===== src/rtl/one_wire_rom_reader.sv =====
// 1-Wire bus master front end for reading a device ROM code.
// It runs the reset/presence sequence and sends the Read ROM command LSB first.
// It then reads 64 bits in standard-speed read slots.
// Each received bit is streamed out with a strobe and also latched into rom_id.
//
// Ports:
//   clk, rst_n    system clock, asynchronous active-low reset
//   start         single-cycle request, accepted only while idle
//   ow_in         raw bus level (asynchronous, synchronised internally)
//   ow_drive_low  registered open-drain pull-down control (1 = pull low)
//   busy          transaction in progress
//   done          one-cycle pulse when a transaction ends (success or error)
//   no_presence   sticky error flag, cleared by the next accepted start
//   frame_start   one-cycle pulse immediately before the first bit_valid
//   bit_data      received bit, qualified by bit_valid
//   bit_valid     one-cycle strobe per received bit (64 per frame)
//   rom_id        received ROM code; bit i is the i-th received bit
//   rom_valid     set after a successful read, cleared by an accepted start
module one_wire_rom_reader #(
  parameter int unsigned TICKS_PER_US = 50,
  parameter logic [7:0]  ROM_CMD      = 8'h33
) (
  input  logic        clk,
  input  logic        rst_n,
  input  logic        start,
  input  logic        ow_in,
  output logic        ow_drive_low,
  output logic        busy,
  output logic        done,
  output logic        no_presence,
  output logic        frame_start,
  output logic        bit_data,
  output logic        bit_valid,
  output logic [63:0] rom_id,
  output logic        rom_valid
);

  localparam int unsigned T_RST  = 480 * TICKS_PER_US;
  localparam int unsigned T_SLOT = 70 * TICKS_PER_US;
  localparam int unsigned T_LOW1 = 6 * TICKS_PER_US;
  localparam int unsigned T_LOW0 = 60 * TICKS_PER_US;
  localparam int unsigned T_PRES = 70 * TICKS_PER_US;
  localparam int unsigned T_SAMP = 15 * TICKS_PER_US;
  localparam int unsigned TW     = $clog2(T_RST + 1);

  // The timer is loaded with (duration - 1) and counts down to zero.
  // An event at elapsed tick E therefore fires when timer == duration - 1 - E.
  localparam logic [TW-1:0] TM_RST_LOAD  = TW'(T_RST - 1);
  localparam logic [TW-1:0] TM_SLOT_LOAD = TW'(T_SLOT - 1);
  localparam logic [TW-1:0] TM_PRES_SMP  = TW'(T_RST - 1 - T_PRES);
  localparam logic [TW-1:0] TM_RD_SMP    = TW'(T_SLOT - 1 - T_SAMP);
  localparam logic [TW-1:0] TM_FRAME     = TW'(T_SLOT - T_SAMP);
  // The bus is held low while the next timer value is at or above these thresholds.
  localparam logic [TW-1:0] TM_REL1      = TW'(T_SLOT - T_LOW1);
  localparam logic [TW-1:0] TM_REL0      = TW'(T_SLOT - T_LOW0);

  localparam logic [2:0] S_IDLE      = 3'd0;
  localparam logic [2:0] S_RST_LOW   = 3'd1;
  localparam logic [2:0] S_RST_WAIT  = 3'd2;
  localparam logic [2:0] S_CMD_SLOT  = 3'd3;
  localparam logic [2:0] S_READ_SLOT = 3'd4;
  localparam logic [2:0] S_DONE      = 3'd5;

  logic [2:0]    r_state;
  logic [TW-1:0] r_timer;
  logic [5:0]    r_bit_idx;
  logic [2:0]    r_cmd_idx;
  logic          r_presence;
  logic          r_sync1;
  logic          r_sync2;
  logic          r_drive;
  logic          r_busy;
  logic          r_done;
  logic          r_no_presence;
  logic          r_frame_start;
  logic          r_bit_data;
  logic          r_bit_valid;
  logic [63:0]   r_rom_id;
  logic          r_rom_valid;

  logic [2:0]    w_state_nxt;
  logic [TW-1:0] w_timer_nxt;
  logic          w_timer_end;
  logic [5:0]    w_bit_idx_nxt;
  logic [2:0]    w_cmd_idx_nxt;
  logic          w_presence_nxt;
  logic          w_drive_nxt;
  logic          w_done_nxt;
  logic          w_no_presence_nxt;
  logic          w_frame_start_nxt;
  logic          w_bit_data_nxt;
  logic          w_bit_valid_nxt;
  logic [63:0]   w_rom_id_nxt;
  logic          w_rom_valid_nxt;

  // Two-flop synchroniser for the asynchronous bus level.
  always_ff @(posedge clk or negedge rst_n) begin
    if (!rst_n) begin
      r_sync1 <= 1'b1;
      r_sync2 <= 1'b1;
    end else begin
      r_sync1 <= ow_in;
      r_sync2 <= r_sync1;
    end
  end

  // Next-state logic, timer, and next values of all registered outputs.
  always_comb begin
    w_state_nxt       = r_state;
    w_timer_end       = (r_timer == '0);
    w_timer_nxt       = w_timer_end ? r_timer : r_timer - TW'(1);
    w_bit_idx_nxt     = r_bit_idx;
    w_cmd_idx_nxt     = r_cmd_idx;
    w_presence_nxt    = r_presence;
    w_drive_nxt       = 1'b0;
    w_done_nxt        = 1'b0;
    w_no_presence_nxt = r_no_presence;
    w_frame_start_nxt = 1'b0;
    w_bit_data_nxt    = r_bit_data;
    w_bit_valid_nxt   = 1'b0;
    w_rom_id_nxt      = r_rom_id;
    w_rom_valid_nxt   = r_rom_valid;

    case (r_state)
      S_IDLE: begin
        if (start) begin
          w_no_presence_nxt = 1'b0;
          w_rom_valid_nxt   = 1'b0;
          w_timer_nxt       = TM_RST_LOAD;
          w_state_nxt       = S_RST_LOW;
        end
      end
      S_RST_LOW: begin
        if (w_timer_end) begin
          w_presence_nxt = 1'b0;
          w_timer_nxt    = TM_RST_LOAD;
          w_state_nxt    = S_RST_WAIT;
        end
      end
      S_RST_WAIT: begin
        if (r_timer == TM_PRES_SMP) begin
          w_presence_nxt = ~r_sync2;
        end
        if (w_timer_end) begin
          if (r_presence) begin
            w_cmd_idx_nxt = 3'd0;
            w_timer_nxt   = TM_SLOT_LOAD;
            w_state_nxt   = S_CMD_SLOT;
          end else begin
            w_no_presence_nxt = 1'b1;
            w_done_nxt        = 1'b1;
            w_state_nxt       = S_IDLE;
          end
        end
      end
      S_CMD_SLOT: begin
        if (w_timer_end) begin
          w_timer_nxt = TM_SLOT_LOAD;
          if (r_cmd_idx == 3'd7) begin
            w_bit_idx_nxt = 6'd0;
            w_state_nxt   = S_READ_SLOT;
          end else begin
            w_cmd_idx_nxt = r_cmd_idx + 3'd1;
          end
        end
      end
      S_READ_SLOT: begin
        // frame_start lands in the sampling cycle of bit 0, one cycle before its strobe.
        if ((r_bit_idx == 6'd0) && (r_timer == TM_FRAME)) begin
          w_frame_start_nxt = 1'b1;
        end
        if (r_timer == TM_RD_SMP) begin
          w_bit_valid_nxt         = 1'b1;
          w_bit_data_nxt          = r_sync2;
          w_rom_id_nxt[r_bit_idx] = r_sync2;
        end
        if (w_timer_end) begin
          if (r_bit_idx == 6'd63) begin
            w_state_nxt = S_DONE;
          end else begin
            w_bit_idx_nxt = r_bit_idx + 6'd1;
            w_timer_nxt   = TM_SLOT_LOAD;
          end
        end
      end
      S_DONE: begin
        w_done_nxt      = 1'b1;
        w_rom_valid_nxt = 1'b1;
        w_state_nxt     = S_IDLE;
      end
      default: begin
        w_state_nxt = S_IDLE;
      end
    endcase

    // Pad drive follows the state and timer being entered, so the register is glitch-free.
    case (w_state_nxt)
      S_RST_LOW:   w_drive_nxt = 1'b1;
      S_CMD_SLOT:  w_drive_nxt = ROM_CMD[w_cmd_idx_nxt] ? (w_timer_nxt >= TM_REL1)
                                                        : (w_timer_nxt >= TM_REL0);
      S_READ_SLOT: w_drive_nxt = (w_timer_nxt >= TM_REL1);
      default:     w_drive_nxt = 1'b0;
    endcase
  end

  // State and output registers.
  always_ff @(posedge clk or negedge rst_n) begin
    if (!rst_n) begin
      r_state       <= S_IDLE;
      r_timer       <= '0;
      r_bit_idx     <= 6'd0;
      r_cmd_idx     <= 3'd0;
      r_presence    <= 1'b0;
      r_drive       <= 1'b0;
      r_busy        <= 1'b0;
      r_done        <= 1'b0;
      r_no_presence <= 1'b0;
      r_frame_start <= 1'b0;
      r_bit_data    <= 1'b0;
      r_bit_valid   <= 1'b0;
      r_rom_id      <= 64'd0;
      r_rom_valid   <= 1'b0;
    end else begin
      r_state       <= w_state_nxt;
      r_timer       <= w_timer_nxt;
      r_bit_idx     <= w_bit_idx_nxt;
      r_cmd_idx     <= w_cmd_idx_nxt;
      r_presence    <= w_presence_nxt;
      r_drive       <= w_drive_nxt;
      r_busy        <= (w_state_nxt != S_IDLE);
      r_done        <= w_done_nxt;
      r_no_presence <= w_no_presence_nxt;
      r_frame_start <= w_frame_start_nxt;
      r_bit_data    <= w_bit_data_nxt;
      r_bit_valid   <= w_bit_valid_nxt;
      r_rom_id      <= w_rom_id_nxt;
      r_rom_valid   <= w_rom_valid_nxt;
    end
  end

  assign ow_drive_low = r_drive;
  assign busy         = r_busy;
  assign done         = r_done;
  assign no_presence  = r_no_presence;
  assign frame_start  = r_frame_start;
  assign bit_data     = r_bit_data;
  assign bit_valid    = r_bit_valid;
  assign rom_id       = r_rom_id;
  assign rom_valid    = r_rom_valid;

endmodule

===== config.mk =====
export PLATFORM = sky130hd
export DESIGN_NAME = one_wire_rom_reader
export DESIGN_NICKNAME = d
export VERILOG_FILES = /design/src/rtl/one_wire_rom_reader.sv
export SDC_FILE = /design/constraint.sdc
export NUM_CORES = 1
export LEC_CHECK = 0
export ABC_AREA = 1
export CAP_MARGIN = 20
export CORE_MARGIN = 2
export CORE_UTILIZATION = 30
export DETAILED_ROUTE_END_ITERATION = 8
export HOLD_SLACK_MARGIN = 0.05
export SLEW_MARGIN = 15
export SYNTH_ARGS = -nofsm -noshare
export SYNTH_HDL_FRONTEND = slang
export SYNTH_SLANG_ARGS = --single-unit

===== constraint.sdc =====
create_clock -name clk -period 5.38 [get_ports clk]
set_clock_uncertainty 0.05 [all_clocks]
set_input_delay 1.076 -clock clk [delete_from_list [all_inputs] [get_ports clk]]
set_output_delay 1.076 -clock clk [all_outputs]
set_load 0.01 [all_outputs]

# After elaboration in Yosys (flattened, before gate mapping)
# Memory sizes are Yosys's and may differ from the RTL's.
# Index checks and enable logic that the tools add are counted.
[classes]
n_addsub = 3
n_lt_le_gt_ge = 5
n_eq_ne = 22
mux = 49
bitwise_logic = 1
reduce_logical = 15
[op_table]
columns = ["op", "count"]
rows = [
  ["$mux 15", 8],
  ["$pmux 15 s5", 1],
  ["$bwmux 64", 1],
  ["$mux 3", 11],
  ["$eq 15x12->1 const B", 2],
  ["$mux 6", 4],
  ["$ne 2x2->1 const B", 9],
  ["$eq 15x15->1 const B", 1],
  ["$ge 15x12->1 const B", 1],
  ["$ge 15x9->1 const B", 1],
  ["$logic_not 15->1", 1],
  ["$pmux 3 s5", 1],
  ["$sub 15x1->15 const B", 1],
  ["$mux 1", 14],
  ["$eq 3x3->1 const B", 4],
  ["$pmux 6 s2", 1],
  ["$eq 3x2->1 const B", 3],
  ["$pmux 1 s2", 4],
  ["$reduce_bool 2->1", 4],
  ["$lt 6x7->1 const B", 1],
  ["$add 6x1->6 const B", 1],
  ["$demux 1 s6", 1],
  ["$eq 3x1->1 const B", 2],
  ["$eq 6x6->1 const B", 1],
  ["15 further kinds", 17],
]
[word_totals]
reg_bits = 102
mem_bits_ro = 8
in_bits = 4
out_inout_bits = 72
n_memories = 1
[memory_table]
columns = ["name", "depth", "word_bits", "rd", "rd_clocked_by_memory_dff", "wr", "line", "text"]
rows = [
  ["(no name shown)", 8, 1, 1, 0, 0, "199", "S_CMD_SLOT: w_drive_nxt = ROM_CMD[w_cmd_idx_nxt] ? (w_timer_nxt >= TM_REL1)"],
]

# Logic depth before layout (Yosys ltp)
[depth]
word_depth = 8
mapped_depth = 17

# Worst setup path before layout
# No wires, ideal clock.
[synth_path]
kind = "register -> register"
from = "register r_timer[0]"
to = "register r_timer[0]"
setup_time_ps = 120
arrival_ps = 2123
t_required_ps = 5210
setup_slack_ps = 3087
stages_incl_launch_ff = 13
synth_period_minus_slack_ps = 2293
path_cell_list = "dfrtp_1 > inv_1 > ha_1 > nand2_2 > nor2_4 > nand2_1 > buf_4 > buf_6 > ha_1 > o311ai_0 > nand3_1 > o21ai_0 > inv_1"
[synth_via]
elab_chain_len = 5
elab_cells_between_ends = 11
classes_between = "add/sub (1); mux (9); reduce/logical (1)"
[synth_rtl]
columns = ["item", "line", "text"]
rows = [
  ["from (decl)", "65", "logic [TW-1:0] r_timer;"],
  ["from (signal assigned)", "225", "r_timer <= w_timer_nxt;"],
  ["$sub 15x1->15 or $logic_not 15->1 (tied branches)", "111, 110", ""],
  ["$mux 15", "111", "w_timer_nxt = w_timer_end ? r_timer : r_timer - TW'(1);"],
  ["$mux 15, on equally long branches", "178, 145", ""],
  ["$mux 15, on equally long branches", "177, 144", ""],
  ["$pmux 15 s5 (*)", "124", "case (r_state)"],
  ["via w_timer_nxt[0]", "82", "logic [TW-1:0] w_timer_nxt;"],
]
# The timed path passes the listed nets; every way through them passes the cells marked *.
# A chain may end at the register's enable or synchronous reset.

# Worst setup path after layout
# Ends and elaborated chain as after synthesis.

==> results by group <==
Status
  • Status: completed

Clock tree
  • Clock root cell: clkbuf_16
  • CTS tree: done
  • Clk slew on worst S/H paths: around 0.070 ns
  • Clk Latency, worst-skew pair: roughly 0.36 ns
  • Cts bufs inserted: 9
  • CTS max path bufs: 2
  • Setup Buffers After CTS: 0
  • PostCTS Resize Cnt: 0
  • # clock sinks: 102
  • Hold buffer count at CTS: 0
  • H-tree Lvls: 3

Layout
  • Filler Cells Inserted: approximately 1,800
  • Share of layout cells above drive strength 1: between 10% and 20%
  • Area delta synth->final: 24.4%
  • Cell Count, Final, Fillers Out: between 900 and 1,000
  • Antenna diodes: 0
  • Final net count: 690
  • Final Util: 38.2%
  • Cell area after layout: ~6600 sq um

Routing
  • WL per Instance: around 16 um
  • Vias per inst: ~5.0
  • Drc violations: 0
  • ANT nets after route: 0
  • Vias: ~4,600
  • Final WL: about 14,000 um
  • DR pass1 iterations: 5
  • Initial DRC Count: between 300 and 400

Global route
  • Global-route wire length before repair: 22,600 um
  • GRT Util Overall: between 10% and 20%
  • Largest net degree at the start of global routing: 67
  • Vias in the first global route: about 4,400
  • Overflow after GRT: 0
  • Initial antenna violation count: 0

Timing
  • PnR worst setup slack: between 2 and 3 ns
  • Slew margin rel.: between 20 and 30%
  • RSZ-0062 raised after global routing: no
  • Final period utilization: a little over half
  • Min Hold Slack: around 0.31 ns
  • Setup_tns: 0 ns
  • Minimum clock period: about 2.9 ns
  • Final Max Tran Viols: 0
  • Final setup fails: 0
  • Actual slew at the worst max-slew pin: between 1 and 1.5 ns
  • Final hold violation count: 0
  • Max Clk Rate: between 0.3 and 0.4 GHz

Floorplan
  • Initial core utilization: a little under a third
  • Die Span Y: around 140 um
  • I/O pin count: 76
  • Chip width: between 100 and 150 um
  • Std cell rows: 48
  • Die footprint: 18,800 sq um
  • CORE AREA: between 15,000 and 20,000 sq um

Setup path
  • Setup crit start: r_timer[0]
  • Delay of the slowest critical-path stage: approximately 0.53 ns
  • Slowest-stage cell, CP: ha_1
  • FF-to-FF Start: r_timer[0]
  • Cells along the critical path: inv_1, ha_1, nand2_2, nor2_4, nand2_1, ha_1, o311ai_0, nand3_1, o21ai_0, inv_1
  • Critical-path maximum fanout: 21
  • CP startpoint kind: flip-flop
  • Reg2reg end: r_timer[0]
  • Arrival @ worst endpoint: around 3.1 ns
  • Worst path required time: 5.58 ns
  • Crit path kind: flip-flop to flip-flop
  • Worst setup path end: r_timer[0]
  • Critical Path Sink Type: flip-flop
  • Reg2Reg Depth: 10
  • Worst reg2reg setup slack: around 2.5 ns

Synth
  • Sequential fraction of the synthesis area: about half
  • Syn Inst Count: between 600 and 700
  • Predominant post-synthesis flop cell: dfrtp_1
  • Synthesized area: 5310 sq um
  • Ys async rst share: 100%
  • Number of synthesized register bits: between 100 and 150
  • Mapped Avg Cell Area: ~8.7 sq um
  • Synthesized Nets: 622
  • Synth top area cells: dfrtp_1 (47%), nand2_1 (7.6%), a31oi_1 (5.7%), a21oi_1 (5.5%), inv_1 (3.3%)
  • Distinct cell type count after synthesis: between 40 and 50
  • Largest area contributor in the netlist: dfrtp_1
  • Post-synth EDFFs: 0
  • Post-synth top area share: 47.2%
  • Synth Warn #: 0
  • Count leader, synth: nand2_1
  • Synth cell count leaders: nand2_1 (107), dfrtp_1 (100), a21oi_1 (58)

Place
  • Dpl ws: 2.51 ns
  • Placed inst area: between 6000 and 7000 sq um
  • PortBufs: 75
  • DP HPWL: 9850 um
  • Global placer's final weighted congestion: approximately 0.9
  • Cells after DPL: 887

Worst hold path
  • Hold/Removal Path Class: flip-flop to flip-flop

Run
  • Max-cap violations: 0

Pwr
  • Pleak: around 3.0 nW
  • Pwr dens: 226 nW/um^2
  • Design Power: 1.49 mW
  • Worst vdd ir: roughly 190 uV
## where the power goes
group / internal, mW / switching [mW]
sequential: 0.767 / 0.000232
clock: 0.381 / 0.319
combinational: 0.00424 / 0.0232
## cell families after synthesis
family	share of synthesized area, %
and+or+nand+nor	23.5
AOI/OAI and AO/OA	18.3
DFF	48.1
buffers and inverters	6.65
adders and majority gates	2.36
xor gates and xnor gates	0.990
## cell usage in the layout (no fill, tap or decap), types with 10 or more instances in the layout
cell	count
o21ai_0	30
nor3_1	12
ha_1	10
inv_2	11
clkdlybuf4s50_1	74
a31oi_1	48
nand3_1	35
a21oi_1	58
o31ai_1	16
nand2_1	107
dfrtp_1	100
nor2_1	40
inv_1	46
## worst max-delay path, delay by kind of cell, from the launching register on
family | cells | cell delay [ns]
buffers and inverters | 2 | 0.21
adders and majority gates | 2 | 0.71
and+or+nand+nor | 4 | 0.83
AOI/OAI and AO/OA | 2 | 0.49
DFF | 1 | 0.47
## area by class of cell
type | count | area, sq um | share of cell area, %
Sequential cell | 102 | 2550 | 38.7
Multi-Input combinational cell | 424 | 2420 | 36.6
Timing Repair Buffer | 81 | 817 | 12.4
Tap cell | 225 | 282 | 4.26
Clock buffer | 10 | 239 | 3.62
Inverter | 58 | 218 | 3.30
Clock inverter | 6 | 73.8 | 1.12
## flip-flops by register name, summed over array words and instances, names as in the netlist
name	flops
r_sync2	1
r_sync1	1
bit_valid	1
r_state	3
busy	1
r_bit_idx	6
done	1
r_presence	1
r_timer	15
rom_id	64
frame_start	1
bit_data	1
no_presence	1
ow_drive_low	1
rom_valid	1
r_cmd_idx	3
## per-layer routing
layer	wire, um	GRT usage [%]	part of all wire, %	vias up
met5	0	0	0	-
met4	214	4.41	1.5	0
met3	759	4.30	5.4	19
met2	6340	23.3	45	127
met1	6830	21.9	48	2157
li1	-	-	-	2259
## worst min path at each step
stage	cells past startpoint	slack [ns]	startpoint	to
3_3_place_gp	0	0.30	r_sync1	r_sync2
6_report	0	0.31	r_sync1	r_sync2
3_5_place_dp	0	0.30	r_sync1	r_sync2
2_1_floorplan	0	0.30	r_sync1	r_sync2
5_1_grt	0	0.32	r_sync1	r_sync2
4_1_cts	0	0.31	r_sync1	r_sync2
Note: power is estimated with default switching activity, not from simulation.
